==> src/rtl/pcd8544_spi_responder_pkg.sv <==
// rtl/pcd8544_spi_responder_pkg.sv - PCD8544 geometry, opcode patterns, reset values
// Purpose: shared constants, byte-FSM state type and framebuffer address helper.
// Ports:   none (package).
package pcd8544_spi_responder_pkg;

    localparam int LCD_COLS  = 84;
    localparam int LCD_BANKS = 6;
    localparam int FB_DEPTH  = LCD_COLS * LCD_BANKS;

    localparam logic [2:0] PD_V_H_RESET = 3'b100;

    // Command opcodes: (byte & MASK) == VAL
    localparam logic [7:0] OP_NOP       = 8'h00;
    localparam logic [7:0] OP_FUNC_MASK = 8'hE0;
    localparam logic [7:0] OP_FUNC_VAL  = 8'h20;
    localparam logic [7:0] OP_DISP_MASK = 8'hFA;
    localparam logic [7:0] OP_DISP_VAL  = 8'h08;
    localparam logic [7:0] OP_SETY_MASK = 8'hF8;
    localparam logic [7:0] OP_SETY_VAL  = 8'h40;
    localparam logic [7:0] OP_TC_MASK   = 8'hFC;
    localparam logic [7:0] OP_TC_VAL    = 8'h04;
    localparam logic [7:0] OP_BIAS_MASK = 8'hF8;
    localparam logic [7:0] OP_BIAS_VAL  = 8'h10;

    typedef enum logic [1:0] {
        RX_IDLE   = 2'd0,
        RX_SHIFT  = 2'd1,
        RX_COMMIT = 2'd2
    } rx_state_t;

    function automatic logic op_match(input logic [7:0] b, input logic [7:0] mask,
                                      input logic [7:0] val);
        return (b & mask) == val;
    endfunction

    // Y*84 + X built from shifts: 84 = 64 + 16 + 4
    function automatic logic [8:0] fb_addr(input logic [6:0] x, input logic [2:0] y);
        logic [8:0] ye;
        ye = {6'd0, y};
        return (ye << 6) + (ye << 4) + (ye << 2) + {2'd0, x};
    endfunction

endpackage

==> src/rtl/pcd8544_spi_responder_spi_byte_rx.sv <==
// rtl/pcd8544_spi_responder_spi_byte_rx.sv - SPI mode-0 byte deserializer with CE/DC capture
// Purpose: synchronize SPI/LCD pins, detect SCLK rises, assemble MSB-first bytes.
// Ports:   i_Clk, i_Rst        system clock, sync active-high reset
//          i_SPI_Clk/MOSI      async SPI pins
//          i_LCD_CE/DC/RST     async LCD control pins (CE, RST active low)
//          lcd_rst_active      synced LCD_RST is asserted
//          rx_byte/rx_is_data  last completed byte and its DC bit
//          rx_dv               1-cycle pulse per completed byte
module spi_byte_rx
    import pcd8544_spi_responder_pkg::*;
#(
    parameter int SYNC_STAGES = 2
) (
    input  logic       i_Clk,
    input  logic       i_Rst,
    input  logic       i_SPI_Clk,
    input  logic       i_SPI_MOSI,
    input  logic       i_LCD_CE,
    input  logic       i_LCD_DC,
    input  logic       i_LCD_RST,
    output logic       lcd_rst_active,
    output logic [7:0] rx_byte,
    output logic       rx_is_data,
    output logic       rx_dv
);

    logic [SYNC_STAGES-1:0] sclk_sync, mosi_sync, ce_sync, dc_sync, rst_sync;

    always_ff @(posedge i_Clk) begin
        if (i_Rst) begin
            sclk_sync <= '0;
            mosi_sync <= '0;
            ce_sync   <= '1;
            dc_sync   <= '0;
            rst_sync  <= '1;
        end else begin
            sclk_sync <= {sclk_sync[SYNC_STAGES-2:0], i_SPI_Clk};
            mosi_sync <= {mosi_sync[SYNC_STAGES-2:0], i_SPI_MOSI};
            ce_sync   <= {ce_sync[SYNC_STAGES-2:0],   i_LCD_CE};
            dc_sync   <= {dc_sync[SYNC_STAGES-2:0],   i_LCD_DC};
            rst_sync  <= {rst_sync[SYNC_STAGES-2:0],  i_LCD_RST};
        end
    end

    logic soft_rst, ce_n, sclk_rise, mosi_bit, dc_bit;

    assign lcd_rst_active = ~rst_sync[SYNC_STAGES-1];
    assign soft_rst       = i_Rst | lcd_rst_active;
    assign ce_n           = ce_sync[SYNC_STAGES-1];
    assign sclk_rise      = sclk_sync[SYNC_STAGES-2] & ~sclk_sync[SYNC_STAGES-1];
    // Take MOSI/DC from the same stage that first shows SCLK high
    assign mosi_bit       = mosi_sync[SYNC_STAGES-2];
    assign dc_bit         = dc_sync[SYNC_STAGES-2];

    rx_state_t  state, state_nxt;
    logic [2:0] bit_cnt;
    logic [6:0] shift_reg;
    logic       shift_en, byte_done;

    always_comb begin
        state_nxt = state;
        shift_en  = 1'b0;
        byte_done = 1'b0;
        case (state)
            RX_IDLE: begin
                if (!ce_n) begin
                    state_nxt = RX_SHIFT;
                    shift_en  = sclk_rise;
                end
            end
            RX_SHIFT: begin
                if (ce_n) begin
                    state_nxt = RX_IDLE;
                end else if (sclk_rise) begin
                    shift_en = 1'b1;
                    if (bit_cnt == 3'd7) begin
                        byte_done = 1'b1;
                        state_nxt = RX_COMMIT;
                    end
                end
            end
            RX_COMMIT: state_nxt = ce_n ? RX_IDLE : RX_SHIFT;
            default:   state_nxt = RX_IDLE;
        endcase
    end

    always_ff @(posedge i_Clk) begin
        if (soft_rst) begin
            state      <= RX_IDLE;
            bit_cnt    <= 3'd0;
            shift_reg  <= 7'd0;
            rx_byte    <= 8'd0;
            rx_is_data <= 1'b0;
        end else begin
            state <= state_nxt;
            // Leaving for IDLE (CE high) throws away any partial byte
            if (state_nxt == RX_IDLE) begin
                bit_cnt <= 3'd0;
            end else if (shift_en) begin
                shift_reg <= {shift_reg[5:0], mosi_bit};
                bit_cnt   <= bit_cnt + 3'd1;
            end
            if (byte_done) begin
                rx_byte    <= {shift_reg, mosi_bit};
                rx_is_data <= dc_bit;
            end
        end
    end

    assign rx_dv = (state == RX_COMMIT) && !soft_rst;

endmodule

==> src/rtl/pcd8544_spi_responder.sv <==
// rtl/pcd8544_spi_responder.sv - PCD8544 LCD controller emulator behind an SPI responder
// Purpose: decode PCD8544 commands, hold controller registers, write 84x6 framebuffer.
// Ports:   i_Clk, i_Rst                 system clock, sync active-high reset
//          i_SPI_Clk/MOSI, i_LCD_CE/DC/RST   LCD pin inputs (async)
//          i_Rd_Addr/o_Rd_Data          framebuffer read port, 1-cycle latency
//          o_Byte_DV/o_Byte/o_Byte_Is_Data   received byte stream
//          o_PD_V_H/o_Disp_DE/o_Vop/o_TC/o_Bias/o_X/o_Y   controller state
//          o_Cmd_Err/o_Frame_Done       1-cycle event pulses
module pcd8544_spi_responder
    import pcd8544_spi_responder_pkg::*;
#(
    parameter int SYNC_STAGES = 2
) (
    input  logic       i_Clk,
    input  logic       i_Rst,
    input  logic       i_SPI_Clk,
    input  logic       i_SPI_MOSI,
    input  logic       i_LCD_CE,
    input  logic       i_LCD_DC,
    input  logic       i_LCD_RST,
    input  logic [8:0] i_Rd_Addr,
    output logic [7:0] o_Rd_Data,
    output logic       o_Byte_DV,
    output logic [7:0] o_Byte,
    output logic       o_Byte_Is_Data,
    output logic [2:0] o_PD_V_H,
    output logic [1:0] o_Disp_DE,
    output logic [6:0] o_Vop,
    output logic [1:0] o_TC,
    output logic [2:0] o_Bias,
    output logic [6:0] o_X,
    output logic [2:0] o_Y,
    output logic       o_Cmd_Err,
    output logic       o_Frame_Done
);

    localparam logic [6:0] LAST_X = 7'(LCD_COLS - 1);
    localparam logic [2:0] LAST_Y = 3'(LCD_BANKS - 1);

    logic       lcd_rst_active, soft_rst, rx_dv, rx_is_data;
    logic [7:0] rx_byte;

    spi_byte_rx #(.SYNC_STAGES(SYNC_STAGES)) u_rx (
        .i_Clk          (i_Clk),
        .i_Rst          (i_Rst),
        .i_SPI_Clk      (i_SPI_Clk),
        .i_SPI_MOSI     (i_SPI_MOSI),
        .i_LCD_CE       (i_LCD_CE),
        .i_LCD_DC       (i_LCD_DC),
        .i_LCD_RST      (i_LCD_RST),
        .lcd_rst_active (lcd_rst_active),
        .rx_byte        (rx_byte),
        .rx_is_data     (rx_is_data),
        .rx_dv          (rx_dv)
    );

    assign soft_rst       = i_Rst | lcd_rst_active;
    assign o_Byte_DV      = rx_dv;
    assign o_Byte         = rx_byte;
    assign o_Byte_Is_Data = rx_is_data;

    logic [2:0] pd_v_h, pd_v_h_nxt;
    logic [1:0] disp_de, disp_de_nxt;
    logic [6:0] vop, vop_nxt, x, x_nxt;
    logic [1:0] tc, tc_nxt;
    logic [2:0] bias, bias_nxt, y, y_nxt;
    logic       cmd_err, frame_done, fb_we;

    always_comb begin
        pd_v_h_nxt  = pd_v_h;
        disp_de_nxt = disp_de;
        vop_nxt     = vop;
        tc_nxt      = tc;
        bias_nxt    = bias;
        x_nxt       = x;
        y_nxt       = y;
        cmd_err     = 1'b0;
        frame_done  = 1'b0;
        fb_we       = 1'b0;
        if (rx_dv && !rx_is_data) begin
            if (rx_byte == OP_NOP) begin
                cmd_err = 1'b0;
            end else if (op_match(rx_byte, OP_FUNC_MASK, OP_FUNC_VAL)) begin
                pd_v_h_nxt = rx_byte[2:0];
            end else if (!pd_v_h[0]) begin
                if (rx_byte[7]) begin
                    if (rx_byte[6:0] <= LAST_X) x_nxt = rx_byte[6:0];
                    else                        cmd_err = 1'b1;
                end else if (op_match(rx_byte, OP_SETY_MASK, OP_SETY_VAL)) begin
                    if (rx_byte[2:0] <= LAST_Y) y_nxt = rx_byte[2:0];
                    else                        cmd_err = 1'b1;
                end else if (op_match(rx_byte, OP_DISP_MASK, OP_DISP_VAL)) begin
                    disp_de_nxt = {rx_byte[2], rx_byte[0]};
                end else begin
                    cmd_err = 1'b1;
                end
            end else begin
                if (rx_byte[7])                                        vop_nxt  = rx_byte[6:0];
                else if (op_match(rx_byte, OP_BIAS_MASK, OP_BIAS_VAL)) bias_nxt = rx_byte[2:0];
                else if (op_match(rx_byte, OP_TC_MASK, OP_TC_VAL))     tc_nxt   = rx_byte[1:0];
                else                                                   cmd_err  = 1'b1;
            end
        end else if (rx_dv && !pd_v_h[2]) begin
            fb_we = 1'b1;
            // Both addressing modes wrap the whole frame only at (83,5)
            if (!pd_v_h[1]) begin
                if (x == LAST_X) begin
                    x_nxt = 7'd0;
                    if (y == LAST_Y) begin
                        y_nxt      = 3'd0;
                        frame_done = 1'b1;
                    end else begin
                        y_nxt = y + 3'd1;
                    end
                end else begin
                    x_nxt = x + 7'd1;
                end
            end else begin
                if (y == LAST_Y) begin
                    y_nxt = 3'd0;
                    if (x == LAST_X) begin
                        x_nxt      = 7'd0;
                        frame_done = 1'b1;
                    end else begin
                        x_nxt = x + 7'd1;
                    end
                end else begin
                    y_nxt = y + 3'd1;
                end
            end
        end
    end

    always_ff @(posedge i_Clk) begin
        if (soft_rst) begin
            pd_v_h  <= PD_V_H_RESET;
            disp_de <= 2'd0;
            vop     <= 7'd0;
            tc      <= 2'd0;
            bias    <= 3'd0;
            x       <= 7'd0;
            y       <= 3'd0;
        end else begin
            pd_v_h  <= pd_v_h_nxt;
            disp_de <= disp_de_nxt;
            vop     <= vop_nxt;
            tc      <= tc_nxt;
            bias    <= bias_nxt;
            x       <= x_nxt;
            y       <= y_nxt;
        end
    end

    assign o_PD_V_H     = pd_v_h;
    assign o_Disp_DE    = disp_de;
    assign o_Vop        = vop;
    assign o_TC         = tc;
    assign o_Bias       = bias;
    assign o_X          = x;
    assign o_Y          = y;
    assign o_Cmd_Err    = cmd_err;
    assign o_Frame_Done = frame_done;

    // Framebuffer is never cleared by reset; read returns pre-write data on collision
    logic [7:0] fb [0:FB_DEPTH-1];

    always_ff @(posedge i_Clk) begin
        if (fb_we) fb[fb_addr(x, y)] <= rx_byte;
    end

    always_ff @(posedge i_Clk) begin
        if (soft_rst)                        o_Rd_Data <= 8'd0;
        else if (i_Rd_Addr < 9'(FB_DEPTH))   o_Rd_Data <= fb[i_Rd_Addr];
        else                                 o_Rd_Data <= 8'd0;
    end

endmodule

==> config.mk <==
export PLATFORM = sky130hd
export DESIGN_NAME = pcd8544_spi_responder
export DESIGN_NICKNAME = d
export VERILOG_FILES = /design/src/rtl/pcd8544_spi_responder_pkg.sv /design/src/rtl/pcd8544_spi_responder_spi_byte_rx.sv /design/src/rtl/pcd8544_spi_responder.sv
export SDC_FILE = /design/constraint.sdc
export NUM_CORES = 2
export LEC_CHECK = 0
export ABC_CLOCK_PERIOD_IN_PS = 10500
export CORE_MARGIN = 2
export CORE_UTILIZATION = 40
export CTS_CLUSTER_SIZE = 24
export DETAILED_ROUTE_END_ITERATION = 10
export SLEW_MARGIN = 5
export SYNTH_ARGS = -nofsm -noshare
export SYNTH_HDL_FRONTEND = slang
export SYNTH_SLANG_ARGS = --single-unit
==> constraint.sdc <==
create_clock -name i_Clk -period 10.5 [get_ports i_Clk]
set_input_delay 2.1 -clock i_Clk [delete_from_list [all_inputs] [get_ports i_Clk]]
set_output_delay 2.1 -clock i_Clk [all_outputs]
set_load 0.05 [all_outputs]
# After elaboration in Yosys (flattened, before gate mapping)
# Memories as Yosys holds them, arrays and structs flattened. A register that Yosys moved wholly into a read port is not among the register bits.
# Cells that the tools add are included.
# W data, S select, Z words.
# classes
add_sub_neg,6
mul,0
div_mod_pow,0
n_lt_le_gt_ge,3
n_eq_ne,19
shifts,0
n_mux,58
n_bitwise,12
n_reduce_logical,21
# op_table
op,n
$mux W7,10
$mux W3,11
$mux W1,31
$reduce_and A7 Y1,3
$add A9 B7 Y9,2
$not A1 Y1,10
$add A9 B5 Y9,1
$lt A9 B9 Y1 const B,1
$logic_not A8 Y1,1
$mux W2,4
$ne A2 B1 Y1 const B,4
$ne A2 B2 Y1 const B,4
$reduce_and A8 Y1,1
$add A7 B1 Y7 const B,1
$eq A7 B7 Y1 const B,1
$le A7 B7 Y1 const B,1
$add A3 B1 Y3 const B,2
$eq A3 B3 Y1 const B,2
$eq A6 B1 Y1 const B,1
$eq A6 B2 Y1 const B,1
$pmux W2 S3,1
$reduce_and A6 Y1,1
$eq A5 B2 Y1 const B,1
$eq A5 B4 Y1 const B,1
other kinds (17),23
# totals
regBits,56
latchBits,0
mem_bits_rw,4032
romBits,0
in_bits,16
output_inout_bits,47
mem_count,1
# mem_list
name,words,word_bits,read_ports,rd_clocked_by_memory_dff,write_ports,line_no,text
fb,504,8,1,1,1,pcd8544_spi_responder.sv:165,logic [7:0] fb [0:FB_DEPTH-1];

# Depth between registers and ports, before layout
# logic_depth
depth_word,9
mapped_depth,15
depth_no_buf,11

# Hierarchy
# A second synthesis with hierarchy kept.
# hier_totals
hier_cells,7579
area_unflattened_um2,159551.8
# by_module_without_submodules
mod,n_inst,cells_each,area_per_inst_um2
pcd8544_spi_responder,1,7467,158517.0
spi_byte_rx,1,112,1034.7

# Least setup slack after synthesis
# OpenSTA, ideal clock, no wires.
# synth_timing
path_type,register to output
from,register u_rx.rx_byte[4]
to,output port o_Cmd_Err
arrival_time_ps,8871
required_time_ps,8400
slack_ps,-471
stages_incl_launch_ff,6
n_path_buf,1
cell_sequence,dfxtp_1 > clkbuf_1 > nor2_1 > a21oi_1 > o31ai_1 > a21oi_1
# synth_via
elab_chain_cells,8
word_cells_on_any_way,17
# synth_lines
item,line_no,text
"start, declared",pcd8544_spi_responder_spi_byte_rx.sv:22,"output logic [7:0] rx_byte,"
"start signal, assigned",pcd8544_spi_responder_spi_byte_rx.sv:104,"rx_byte <= {shift_reg, mosi_bit};"
"parallel branches: the longest is 6 deep, another holds $le A7 B7 Y1",--,
$mux W1 (*),pcd8544_spi_responder.sv:81,if (rx_byte == OP_NOP) begin
$mux W1 (*),pcd8544_spi_responder.sv:80,if (rx_dv && !rx_is_data) begin
"end, declared",pcd8544_spi_responder.sv:33,"output logic o_Cmd_Err,"
# Every way passes the cells marked *.

# Worst setup path in the final report
# layout_timing
from,input port i_Rst
to,output port o_Frame_Done
# layout_via
elab_chain_cells,6
word_cells_on_any_way,7
# layout_lines
item,line_no,text
"start, declared",pcd8544_spi_responder.sv:15,"input logic i_Rst,"
$or A1 B1 Y1 (*),pcd8544_spi_responder_spi_byte_rx.sv:48,assign soft_rst = i_Rst | lcd_rst_active;
$logic_not A1 Y1 (*),pcd8544_spi_responder_spi_byte_rx.sv:110,assign rx_dv = (state == RX_COMMIT) && !soft_rst;
$logic_and A1 B1 Y1 (*),pcd8544_spi_responder_spi_byte_rx.sv:110,
$logic_and A1 B1 Y1,pcd8544_spi_responder.sv:103,end else if (rx_dv && !pd_v_h[2]) begin
$mux W1,pcd8544_spi_responder.sv:103,
$mux W1 (*),pcd8544_spi_responder.sv:80,
"end, declared",pcd8544_spi_responder.sv:34,output logic o_Frame_Done
# Mark *: on every way between the ends. The rest lies on a longest branch, timed or not.

==> summary.txt <==
Outcome
  • Violated checks: capacitance limit, slew limit
  • Run status: finished, violations left

Worst setup path
  • R2R cell count: 10
  • Slowest-stage cell, CP: clkdlybuf4s50_1
  • Setup CP Type: input port to primary output
  • RR Endpoint: fb[387][0]
  • CP cell instances: clkdlybuf4s50_1, nor4bb_1, and3b_1, buf_4, inv_1, nor3_1, clkdlybuf4s50_1
  • Max FO, Critical Path: 17
  • Top delay family on crit path: buffers and inverters
  • Reg2reg start: o_Y[2]
  • Req. time, crit path: ~8400 ps
  • Startpoint Class: input port
  • FF-to-FF setup slack: 4890 ps
  • CP dominant cell by count: clkdlybuf4s50_1
  • Bufs and invs on worst path: 4
  • Setup crit end kind: primary output
  • WP data arrival: 5200 ps
  • Critical Path Max Stage Delay: approximately 850 ps

Global routing
  • First-pass GRT wire length: 622000 um
  • Largest net degree at the start of global routing: 205
  • GRT overflow: 0
  • Global Route Usage Sum: 21.5%
  • Vias in the first global route: roughly 80000
  • Initial antenna violation count: 28

Final layout
  • Area delta synth->final: 12.4%
  • Flip-flop count of the largest register after layout: 4032
  • Biggest register: fb
  • Non-Filler Instances: roughly 13000
  • Multi-input logic area: 34900 um2
  • Final nets: 7894
  • Biggest regs: fb: 4032 flops, o_Rd_Data: 8 flops, u_rx.rx_byte: 8 flops
  • FF/Latch Area: about 120000 um2
  • Share of layout cells above drive strength 1: between 20% and 30%
  • FILL cells: 33200

Logic synthesis
  • Synthesized instance count: 7670
  • Synth top area cells: edfxtp_1, mux4_2, mux2i_1
  • Syn avg cell area: 20.8 um2
  • EDFF count, synth: slightly above 4000
  • Fraction of registers with async set/reset: 0%
  • Top_reg_cell synth: edfxtp_1
  • Most common cell in the netlist: edfxtp_1
  • Register area share after synthesis: 76.5%
  • Distinct cell type count of the synthesized netlist: around 80
  • Synthesized net count: just under 8000
  • Synth top cells by count: edfxtp_1, mux4_2, nor2_1, mux2i_1, nand2_1
  • Mapped cell area: 160000 um2
  • Flops & latches, synth: 4096
  • Synth warnings: 0
  • Post-synth top area cell: edfxtp_1
  • Synth top area share: 75.7%

Min path
  • Min-Delay Endpoint: u_rx.ce_sync[1]
  • Tightest Hold Check Type: register to register
  • Worst hold path depth: 1
  • Hold wc startpoint: u_rx.ce_sync[0]

Pwr
  • Static leakage: between 60 and 70 nW
  • Clk network pwr share: approximately 44%
  • Cell Int Power: about 0.026 W
  • P_sw: 0.00689 W
  • Sequential power share: approximately 53%
  • Total Power: 0.0333 W
  • Net Sw Frac: 20.7%
  • Peak VDD IR: 0.131 mV
  • PD cells: 185 nW/um2
  • Comb pwr share: ~2.5%

Clock tree
  • Htree depth: 5
  • Post-CTS setup buffer count: 0
  • Clock Tree Buf Depth: 4
  • Root buffer cell: clkbuf_16
  • Total CTS buffers: 414
  • Later-pin clock latency in the skew report: about 1000 ps
  • Clock Pin Slew Worst Setup and Hold Paths: 60 ps
  • Sink Count: 4096
  • Post-cts resize count: 0
  • CTS tree: yes
  • Hold Buf Count CTS: 0

Routing
  • Post-DR vias/cell: 5.98
  • Via count: 80700
  • Routed wire length per instance: 32.8 um
  • DRT iter0 DRCs: approximately 11000
  • ANT nets after route: 0
  • DRC Markers: 0
  • First-pass detailed-route iteration total: 6
  • WL final: approximately 440000 um

Placed design
  • I/O Buffers: 62
  • Routability cong.: 0.842
  • Final HPWL DP: 264000 um
  • Placed Instances: around 13000

STA
  • Measured slew at the worst slew-check pin: 1500 ps
  • Final setup viols: 0
  • Final min period: 7300 ps
  • Setup Skew: 34.9 ps
  • Max Clk Rate: 137 MHz
  • Final-report hold violation count: 0
  • RSZ-0062 raised after global routing: no
  • Fin. max-slew vios: 2
  • Final Cycle Share: just under 70%
  • Setup TNS: 0 ps
  • Slew Limit Headroom: -1.43%

Die
  • Die H: around 640 um
  • Core Footprint: ~400000 um2
  • Die Width: 636 um
  • Initial Util: 40.1%
  • Die ar.: 405000 um2
  • FP Rows: 232
  • Ports: between 60 and 70

Flow run
  • MaxCap Viol Count: 1
==> power groups by stage <==
stage               Clock (W)  Combinational, W  Sequential [W]
floorplan                   0          0.000532          0.0180
global route           0.0156          0.000855          0.0177
CTS                    0.0150          0.000831          0.0177
global placement            0          0.000828          0.0180
finish                 0.0148          0.000833          0.0177
detailed placement          0          0.000830          0.0180
==> logic make-up (layout without fill, tap and decap cells) <==
group	after synthesis	after routing	synth area share, %
buffers and inverters	485	1033	1.84
adder cells (fa/ha/maj)	17	17	0.147
flip-flops	4096	4096	76.5
multiplexers	1312	1312	15.9
AND/OR/NAND/NOR	1185	1185	3.14
AO/OA/AOI/OAI	564	564	2.42
other	0	16	0
XOR/XNOR	11	11	0.0602
==> worst reg2reg max path: cells and delay by family (launching register included) <==
family	cells	cell delay, ps
flops	1	600
xor+xnor	1	190
fa+ha+maj	2	840
simple gates	3	2720
compound gates	4	860
==> layout make-up <==
| class | instances | area share [%] |
|---|---|---|
| Antenna cell | 16 | 0.0223 |
| Sequential cell | 4096 | 68.1 |
| Inverter | 11 | 0.0341 |
| Clock buffer | 500 | 6.05 |
| Tap cell | 5265 | 3.66 |
| Clock inverter | 273 | 1.51 |
| Timing Repair Buffer | 249 | 1.26 |
| Multi-Input combinational cell | 3089 | 19.4 |
==> worst max path at each step <==
| stage | end | cells after the start | start |
|---|---|---|---|
| after floorplan | o_Cmd_Err | 3 | u_rx.rx_byte[6] |
| after global placement | o_Frame_Done | 7 | i_Rst |
| after detailed placement | o_Frame_Done | 7 | i_Rst |
| after CTS | o_Frame_Done | 7 | i_Rst |
| after global routing | o_Frame_Done | 7 | i_Rst |
| final | o_Frame_Done | 7 | i_Rst |
==> per-stage QoR <==
| step | cell area, um2 | worst slack [ps] | hold WS [ps] | utilization (%) |
|---|---|---|---|---|
| final | 180000 | 3200 | 419 | 45.1 |
| after global routing | 180000 | 2970 | 426 | 45.1 |
| after CTS | 180000 | 3140 | 415 | 45.1 |
| after detailed placement | 166000 | 3170 | 405 | 41.7 |
| after global placement | 166000 | 3210 | 395 | 41.7 |
| after floorplan | 160000 | 87.7 | 389 | - |
==> layout by cell type (no fill, tap or decap), types with 65 or more instances in the layout <==
master | Yosys | layout
edfxtp_1 | 4032 | 4032
mux4_2 | 963 | 963
nor2_1 | 617 | 610
clkbuf_16 | 0 | 419
mux2i_1 | 305 | 305
nand2_1 | 297 | 295
buf_4 | 51 | 172
a21oi_1 | 127 | 127
clkinv_2 | 0 | 88
clkinv_1 | 2 | 85
a22oi_1 | 76 | 76
clkbuf_1 | 206 | 73
nand3_1 | 77 | 65
==> routing by layer <==
layer	GRT usage [%]	vias to the layer above	wire [um]
met2	33.8	4153	210000
met1	29.9	43500	176000
met5	0	-	23
met3	4.47	728	41800
li1	-	32300	-
met4	7.22	4	15300
No activity file was read; power rests on OpenSTA's default activity.
